--- src/rtl/rx_ddr_burst_writer.sv ---
// Drains the RX prefetch FIFO into the DDR frame buffer as fixed-length AXI4 INCR write bursts.
// Optional macro RX_WR_BRESP_CHECK_EN adds a saturating err_cnt of non-OKAY write responses.
module rx_ddr_burst_writer #(
  parameter int ADDR_WIDTH  = 28,
  parameter int DATA_WIDTH  = 128,
  parameter int BURST_LEN   = 16,
  parameter int FRAME_BEATS = 259200,
  parameter logic [ADDR_WIDTH-1:0] BASE_ADDR = '0
) (
  input  logic                    clk,
  input  logic                    rst_n,
  input  logic                    frame_start,
  input  logic                    fifo_rd_vld,
  input  logic [DATA_WIDTH-1:0]   fifo_rd_data,
  output logic                    fifo_rd_en,
  output logic [ADDR_WIDTH-1:0]   awaddr,
  output logic [7:0]              awlen,
  output logic                    awvalid,
  input  logic                    awready,
  output logic [DATA_WIDTH-1:0]   wdata,
  output logic [DATA_WIDTH/8-1:0] wstrb,
  output logic                    wlast,
  output logic                    wvalid,
  input  logic                    wready,
  input  logic [1:0]              bresp,
  input  logic                    bvalid,
  output logic                    bready,
  output logic                    busy,
  output logic                    frame_done
`ifdef RX_WR_BRESP_CHECK_EN
  ,
  output logic [15:0]             err_cnt
`endif
);

  localparam logic [ADDR_WIDTH-1:0] BURST_BYTES = ADDR_WIDTH'(BURST_LEN * DATA_WIDTH / 8);
  localparam logic [7:0]            LAST_BEAT   = 8'(BURST_LEN - 1);
  localparam logic [31:0]           BURST_BEATS = 32'(BURST_LEN);
  localparam logic [31:0]           FRAME_TOTAL = 32'(FRAME_BEATS);

  typedef enum logic [1:0] {IDLE, ADDR, DATA, RESP} state_t;

  state_t                  state_q, state_d;
  logic [ADDR_WIDTH-1:0]   offset_q, offset_d;
  logic [31:0]             frame_cnt_q, frame_cnt_d;
  logic [7:0]              beat_cnt_q, beat_cnt_d;
  logic                    awvalid_q, awvalid_d;
  logic                    bready_q, bready_d;
  logic                    frame_done_q, frame_done_d;
  logic                    start_pend_q, start_pend_d;
  logic                    w_hs;
  logic                    b_hs;
  logic [31:0]             frame_next;

  assign wvalid     = (state_q == DATA) && fifo_rd_vld;
  assign wdata      = fifo_rd_data;
  assign wstrb      = '1;
  assign wlast      = (state_q == DATA) && (beat_cnt_q == LAST_BEAT);
  assign w_hs       = wvalid && wready;
  assign fifo_rd_en = w_hs;
  assign b_hs       = bready_q && bvalid;
  assign frame_next = frame_cnt_q + BURST_BEATS;

  assign awaddr     = BASE_ADDR + offset_q;
  assign awlen      = LAST_BEAT;
  assign awvalid    = awvalid_q;
  assign bready     = bready_q;
  assign frame_done = frame_done_q;
  assign busy       = (state_q != IDLE);

  always_comb begin
    state_d      = state_q;
    offset_d     = offset_q;
    frame_cnt_d  = frame_cnt_q;
    beat_cnt_d   = beat_cnt_q;
    awvalid_d    = awvalid_q;
    bready_d     = bready_q;
    frame_done_d = 1'b0;
    start_pend_d = start_pend_q;
    // A restart outside IDLE is held until the burst in flight has fully retired.
    if (frame_start && (state_q != IDLE)) begin
      start_pend_d = 1'b1;
    end
    case (state_q)
      IDLE: begin
        if (frame_start || start_pend_q) begin
          offset_d     = '0;
          frame_cnt_d  = '0;
          start_pend_d = 1'b0;
        end
        if (fifo_rd_vld) begin
          state_d   = ADDR;
          awvalid_d = 1'b1;
        end
      end
      ADDR: begin
        if (awvalid_q && awready) begin
          awvalid_d  = 1'b0;
          beat_cnt_d = '0;
          state_d    = DATA;
        end
      end
      DATA: begin
        if (w_hs) begin
          beat_cnt_d = beat_cnt_q + 8'd1;
          if (wlast) begin
            state_d  = RESP;
            bready_d = 1'b1;
          end
        end
      end
      RESP: begin
        if (b_hs) begin
          bready_d = 1'b0;
          state_d  = IDLE;
          if (frame_next >= FRAME_TOTAL) begin
            offset_d     = '0;
            frame_cnt_d  = '0;
            frame_done_d = 1'b1;
          end else begin
            offset_d    = offset_q + BURST_BYTES;
            frame_cnt_d = frame_next;
          end
        end
      end
      default: state_d = IDLE;
    endcase
  end

`ifdef RX_WR_BRESP_CHECK_EN
  logic [15:0] err_cnt_q, err_cnt_d;

  always_comb begin
    err_cnt_d = err_cnt_q;
    if (b_hs && (bresp != 2'b00) && (err_cnt_q != 16'hFFFF)) begin
      err_cnt_d = err_cnt_q + 16'd1;
    end
  end

  always_ff @(posedge clk or negedge rst_n) begin
    if (!rst_n) begin
      err_cnt_q <= '0;
    end else begin
      err_cnt_q <= err_cnt_d;
    end
  end

  assign err_cnt = err_cnt_q;
`else
  logic unused_bresp;
  assign unused_bresp = ^bresp;
`endif

  always_ff @(posedge clk or negedge rst_n) begin
    if (!rst_n) begin
      state_q      <= IDLE;
      offset_q     <= '0;
      frame_cnt_q  <= '0;
      beat_cnt_q   <= '0;
      awvalid_q    <= 1'b0;
      bready_q     <= 1'b0;
      frame_done_q <= 1'b0;
      start_pend_q <= 1'b0;
    end else begin
      state_q      <= state_d;
      offset_q     <= offset_d;
      frame_cnt_q  <= frame_cnt_d;
      beat_cnt_q   <= beat_cnt_d;
      awvalid_q    <= awvalid_d;
      bready_q     <= bready_d;
      frame_done_q <= frame_done_d;
      start_pend_q <= start_pend_d;
    end
  end

endmodule

--- config.mk ---
export PLATFORM = sky130hd
export DESIGN_NAME = rx_ddr_burst_writer
export DESIGN_NICKNAME = d
export VERILOG_FILES = /design/src/rtl/rx_ddr_burst_writer.sv
export SDC_FILE = /design/constraint.sdc
export NUM_CORES = 1
export LEC_CHECK = 0
export CORE_AREA = 2 2 125 127
export CTS_CLUSTER_SIZE = 40
export DETAILED_ROUTE_END_ITERATION = 8
export DIE_AREA = 0 0 127 129
export PLACE_DENSITY = 0.74
export SYNTH_ARGS = -nofsm -noshare
export SYNTH_HDL_FRONTEND = slang
export SYNTH_SLANG_ARGS = --single-unit
--- constraint.sdc ---
create_clock -name clk -period 4.1 [get_ports clk]
set_clock_uncertainty 0.05 [all_clocks]
set_input_delay 0.41 -clock clk [delete_from_list [all_inputs] [get_ports clk]]
set_output_delay 0.41 -clock clk [all_outputs]
set_load 0.02 [all_outputs]
==> results of run 1 <==
## routing by layer
| layer | part of all wire (%) | track usage (%) |
|---|---|---|
| met1 | 44 | 13.1 |
| met5 | 0 | 0 |
| met4 | 2.0 | 4.27 |
| met2 | 45 | 16.1 |
| met3 | 9.0 | 4.20 |
## kinds of logic after synthesis
logic type                 count (synthesis)  share of synthesized area, %
AOI/OAI and AO/OA                         82                          11.9
DFF                                       62                          32.2
muxes                                      4                         0.856
and+or+nand+nor                          208                          22.9
xor gates and xnor gates                   9                          1.63
buffers and inverters                    197                          28.5
adders and majority gates                  7                          1.82
other                                      2                         0.156
## layout make-up
type,count,share of cell area [%]
tap,188,5.18
timing repair buffer,37,7.82
inverter,22,1.82
clock buffer,13,5.73
multi-input combinational,342,44.4
sequential,62,34.2
clock inverter,3,0.936
## layout by cell type (no fill, tap or decap), types with 8 or more instances in the layout
cell / synthesis / final
and2_1: 19 / 19
clkdlybuf4s50_1: 0 / 32
conb_1: 2 / 32
o21ai_1: 9 / 9
dfrtp_1: 62 / 62
and3_1: 8 / 8
nor3_1: 12 / 12
a21oi_1: 22 / 22
nor2_1: 27 / 27
nand3_1: 48 / 48
clkbuf_16: 0 / 9
nand2_1: 54 / 54
inv_1: 22 / 22
o21ai_0: 17 / 17
## worst paths after layout
path	to	slack, ns	depth (start not counted)
setup / recovery	frame_cnt_q[8]	0.53	10
hold / removal	offset_q[9]	0.06	1
setup reg to reg	frame_cnt_q[8]	0.53	10
hold reg to reg	beat_cnt_q[1]	0.47	2
max in group asynchronous	frame_cnt_q[24]	3.07	2
min in group clk	beat_cnt_q[1]	0.47	2
## worst max-delay path: stages, from the launching register on
cell and delay, ns:
dfrtp_1 0.43, ha_1 0.26, nand2_1 0.20, or3_4 0.44, nand4b_4 0.18, or4b_4 0.53, a2bb2o_4 0.23, nor4b_4 0.34
buf_4 0.49, and3_1 0.24, a221o_1 0.10
## registers in the layout (all words and copies together), names as in the netlist
signal	flops
awvalid	1
start_pend_q	1
offset_q	20
beat_cnt_q	8
state_q	2
frame_done	1
frame_cnt_q	28
bready	1
## power by group through the flow
stage / combinational, mW / clock [mW] / sequential (mW)
2_1_floorplan: 0.570 / 0 / 0.727
3_3_place_gp: 0.492 / 0 / 0.728
3_5_place_dp: 0.500 / 0 / 0.729
4_1_cts: 0.501 / 0.776 / 0.719
5_1_grt: 0.555 / 0.804 / 0.726
6_report: 0.496 / 0.762 / 0.719
## stage by stage
stage,setup WS (ns),power [mW],hold slack [ns],cells,utilization [%]
3_5_place_dp,0.615,1.23,0.432,651,28.3
4_1_cts,0.536,2.00,0.0945,667,30.3
3_3_place_gp,0.655,1.22,0.425,651,28.3
6_report,0.532,1.98,0.0584,667,30.3
5_1_grt,0.341,2.08,0.136,667,30.3
2_1_floorplan,1.06,1.30,0.0644,601,-
==> key figures, run 1 <==
Outcome
  – Outcome: finished, final reports clean

Synth
  – Top_reg_cell synth: dfrtp_1
  – Avg Cell Area, Syn: 8.45 um2
  – Post-synth top area cell: dfrtp_1
  – Top-count cell post-synth: buf_4
  – Synth top area share: 32.2%
  – Top cells by area, synth: dfrtp_1 32%, buf_4 25%, nand3_1 5.0%, nand2_1 4.2%, and2_1 2.5%
  – Syn Inst Count: 571
  – Sequential area share after synthesis: 32.2%
  – Synthesized area: 4820 um2
  – Share of flip-flops with an asynchronous set or reset: 100%
  – Commonest cells post-synth: 163 x buf_4, 62 x dfrtp_1, 54 x nand2_1, 48 x nand3_1, 27 x nor2_1
  – Post-synth EDFFs: 0
  – Yosys cell types: 57
  – Synthesis-stage register bit count: 62
  – Yosys Warn Count: 0

Die
  – Die Wd: 127 um
  – Die area: 16400 um2
  – Core Box Area: 15000 um2
  – Placement Rows: 45
  – Initial Util: 32.2%
  – Die height: 129 um
  – IO Count: 324

Place
  – RD Place Congestion: 0.810
  – Post-DP HPWL: 5830 um
  – IO buf count: 33
  – Placed instance area: 4240 um2

Critical path
  – Worst r2r src: frame_cnt_q[4]
  – Worst Path Arrival: 3.78 ns
  – Crit end category: register
  – Startpoint types: register
  – CP required: 4.31 ns
  – Worst setup path class: register to register
  – CP Max Fanout: 47
  – Critical Path Start: frame_cnt_q[4]

Routing
  – DRC: 0
  – Via/cell ratio: 4.88
  – Wire per inst: 13.0 um
  – Initial DRC Count: 172
  – DRT Wirelength: 8640 um
  – Drt first pass iters: 4
  – Via count: 3256
  – Final ANT Viol Nets: 0

STA
  – Tcrit/Tclk final: 87.0%
  – Setup TNS: 0 ns
  – Fin. max-slew vios: 0
  – RSZ-0062 raised after global routing: false
  – Slew margin rel.: 56.6%
  – Slew @ Worst Pin: 0.647 ns
  – Final Hold Fails: 0
  – Tmin final: 3.57 ns
  – Final setup viols: 0
  – Max Freq: 0.280 GHz

Power and ir drop
  – Sequential share of power: 36.4%
  – Combinational share of power: 25.1%
  – Leakage: 1.90 nW
  – VDD IR max: 0.202 mV
  – Clock power frac: 38.5%
  – P_int: 1.34 mW
  – Switch Pwr: 0.638 mW
  – Switch share: 32.3%
  – Power per standard cell area: 435 nW/um2

Layout
  – Share of layout cells above drive strength 1: 7.31%
  – Multi-input logic area: 2020 um2
  – Final non-filler cell area: 4540 um2
  – Fillers: 1559
  – Area Growth Syn to Fin: -5.79%
  – Layout net count: 618
  – Diode count: 0
  – Sequential cell area: 1550 um2

Clocking
  – Longest Clk Path Bufs: 2
  – Quantity of hold-fixing buffers added after cts: 0
  – H-tree depth: 3
  – Postcts setup bufs: 0
  – CTS sink count: 62
  – CTS Buf Count: 9
  – Skew-Pair Late Insertion Delay: 0.33 ns
  – Clk pin slew, worst setup/hold paths: 0.05 ns
  – CTS resizes: 0
  – Clock tree from TritonCTS: done
  – CTS root buf: clkbuf_16

Global routing
  – Vias in the first global route: 3019
  – Initial antenna violation count: 0
  – Gr usage total: 10.4%
  – First-pass GRT wire length: 14300 um
  – GRT overflow: 0
  – Largest net degree at the start of global routing: 49

Min path
  – HP Class: primary input to async pin

Run
  – Max-cap viol count: 0
Note: power is estimated with default switching activity, not from simulation.
==> run 2: changes to the inputs <==
CTS_CLUSTER_DIAMETER = 150   (was unset)
==> results of run 2 <==
No change in the layout: final DEF, timing and power equal those of run 1.
==> run 3: changes to the inputs <==
CAP_MARGIN = 20   (was unset)
clock period = 3.5 ns   (was 4.1 ns; I/O delays follow)
==> run 3 against run 2 <==
Compared with the run above:
- via count up 1.4%
- power rose by 18%
- critical path depth fell by 2
- clock power is 17% higher
- sequential share of layout area is 0.42 points lower
- die area unchanged
- register-to-register slack got worse by 0.29 ns
- worst setup slack lost 0.29 ns
- critical endpoint is now offset_q[13]
- largest cell class unchanged
==> key figures, run 3 (synthesis results as in run 1) <==
Layout
  – Commonest non-fill, non-tap cell in the layout: dfrtp_1
  – Fillers: 1573
  – Regs by FF count: frame_cnt_q (28), offset_q (20), beat_cnt_q (8)
  – Largest Register: frame_cnt_q
  – Most frequent cells in the layout: 62 x dfrtp_1, 54 x nand2_1, 48 x nand3_1
  – Share of layout cells above drive strength 1: 8.26%
  – Diode count: 0
  – Multi-input logic area: 2020 um2
  – Area Growth Syn to Fin: -4.62%
  – Max reg flops: 28
  – Sequential cell area: 1550 um2
  – Final Util: 30.7%
  – Layout net count: 623

STA
  – Slew margin rel.: 37.1%
  – Worst hold margin: 0.122 ns
  – RSZ-0062 raised after global routing: false
  – Tmin final: 3.26 ns
  – Setup TNS: 0 ns
  – Fin. max-slew vios: 0
  – Final Hold Fails: 0
  – Tcrit/Tclk final: 93.0%
  – Max Freq: 0.307 GHz
  – Final setup viols: 0
  – Slew @ Worst Pin: 0.940 ns

Power and ir drop
  – Power per standard cell area: 507 nW/um2
  – Sequential share of power: 36.1%
  – Clock power frac: 38.3%
  – Combinational share of power: 25.6%
  – Switch Pwr: 0.750 mW
  – P_int: 1.58 mW
  – Switch share: 32.2%
  – VDD IR max: 0.271 mV
  – Pwr Total: 2.33 mW
  – Leakage: 1.95 nW

Routing
  – Wire per inst: 12.6 um
  – DRT Wirelength: 8490 um
  – Initial DRC Count: 178
  – Final ANT Viol Nets: 0
  – Drt first pass iters: 4
  – Via count: 3300
  – DRC: 0
  – Via/cell ratio: 4.91

Global routing
  – Vias in the first global route: 3046
  – Gr usage total: 10.4%
  – Initial antenna violation count: 0
  – Largest net degree at the start of global routing: 48
  – GRT overflow: 0
  – First-pass GRT wire length: 14100 um

Clocking
  – H-tree depth: 3
  – Skew-Pair Late Insertion Delay: 0.32 ns
  – Postcts setup bufs: 0
  – CTS Buf Count: 9
  – CTS resizes: 0
  – Quantity of hold-fixing buffers added after cts: 0
  – Clk pin slew, worst setup/hold paths: 0.05 ns
  – Longest Clk Path Bufs: 2
  – Clock tree from TritonCTS: done
  – CTS sink count: 62
  – CTS root buf: clkbuf_16

Run
  – Max-cap viol count: 0

Critical path
  – CP Max Fanout: 11
  – Worst setup path class: register to register
  – Worst Path Arrival: 3.42 ns
  – Critical Path Start: frame_cnt_q[7]
  – Startpoint types: register
  – Crit end category: register
  – Worst r2r src: frame_cnt_q[7]
  – CP required: 3.67 ns

Place
  – Post-DP HPWL: 5870 um
  – RD Place Congestion: 0.805
  – IO buf count: 33

Die
  – Initial Util: 32.2%
  – Placement Rows: 45
  – Die area: 16400 um2
  – Die height: 129 um
  – Core Box Area: 15000 um2
  – Die Wd: 127 um
  – IO Count: 324

Min path
  – HP Class: primary input to async pin

Outcome
  – Outcome: finished, final reports clean
-- run 3: final cells by class --
type                    instances  area share, %
multi-input cells             342           44.0
flip-flops and latches         62           33.7
repair buffers                 42           8.81
clock buffers                  13           5.66
well taps                     188           5.11
inverters                      22           1.80
clock inverters                 3          0.925
-- run 3: power groups by stage --
stage | logic, mW | registers, mW | clock network (mW)
final | 0.597 | 0.842 | 0.892
after global routing | 0.672 | 0.855 | 0.942
after CTS | 0.603 | 0.842 | 0.911
after detailed placement | 0.599 | 0.853 | 0
after global placement | 0.590 | 0.852 | 0
after floorplan | 0.668 | 0.852 | 0
-- run 3: final timing paths --
kind	endpoint	slack [ns]	depth (start not counted)
setup / recovery	offset_q[13]	0.24	8
hold / removal	offset_q[9]	0.12	1
setup reg to reg	offset_q[13]	0.24	8
hold reg to reg	start_pend_q	0.44	2
max in group asynchronous	beat_cnt_q[6]	2.44	2
min in group clk	start_pend_q	0.44	2
-- run 3: critical path, stage by stage, from the launching register on --
cell and delay (ns):
dfrtp_1 0.49, nand4_4 0.19, or3_4 0.46, nand4b_4 0.19, or4b_4 0.54, a2bb2o_4 0.23
nor4b_4 0.37, inv_1 0.30, o311ai_1 0.33
-- run 3: metrics by stage --
stage | area, um2 | worst slack (ns) | instances
after detailed placement | 4290 | 0.148 | 656
after global routing | 4600 | 0.00366 | 672
after CTS | 4590 | 0.162 | 672
after floorplan | 4930 | 0.458 | 601
after global placement | 4290 | 0.262 | 656
final | 4600 | 0.245 | 672
-- run 3: routing by layer --
| metal | wire (um) | global-route usage [%] |
|---|---|---|
| met5 | 0 | 0 |
| met4 | 155 | 4.78 |
| met3 | 759 | 4.45 |
| met2 | 3790 | 16.1 |
| met1 | 3790 | 12.4 |
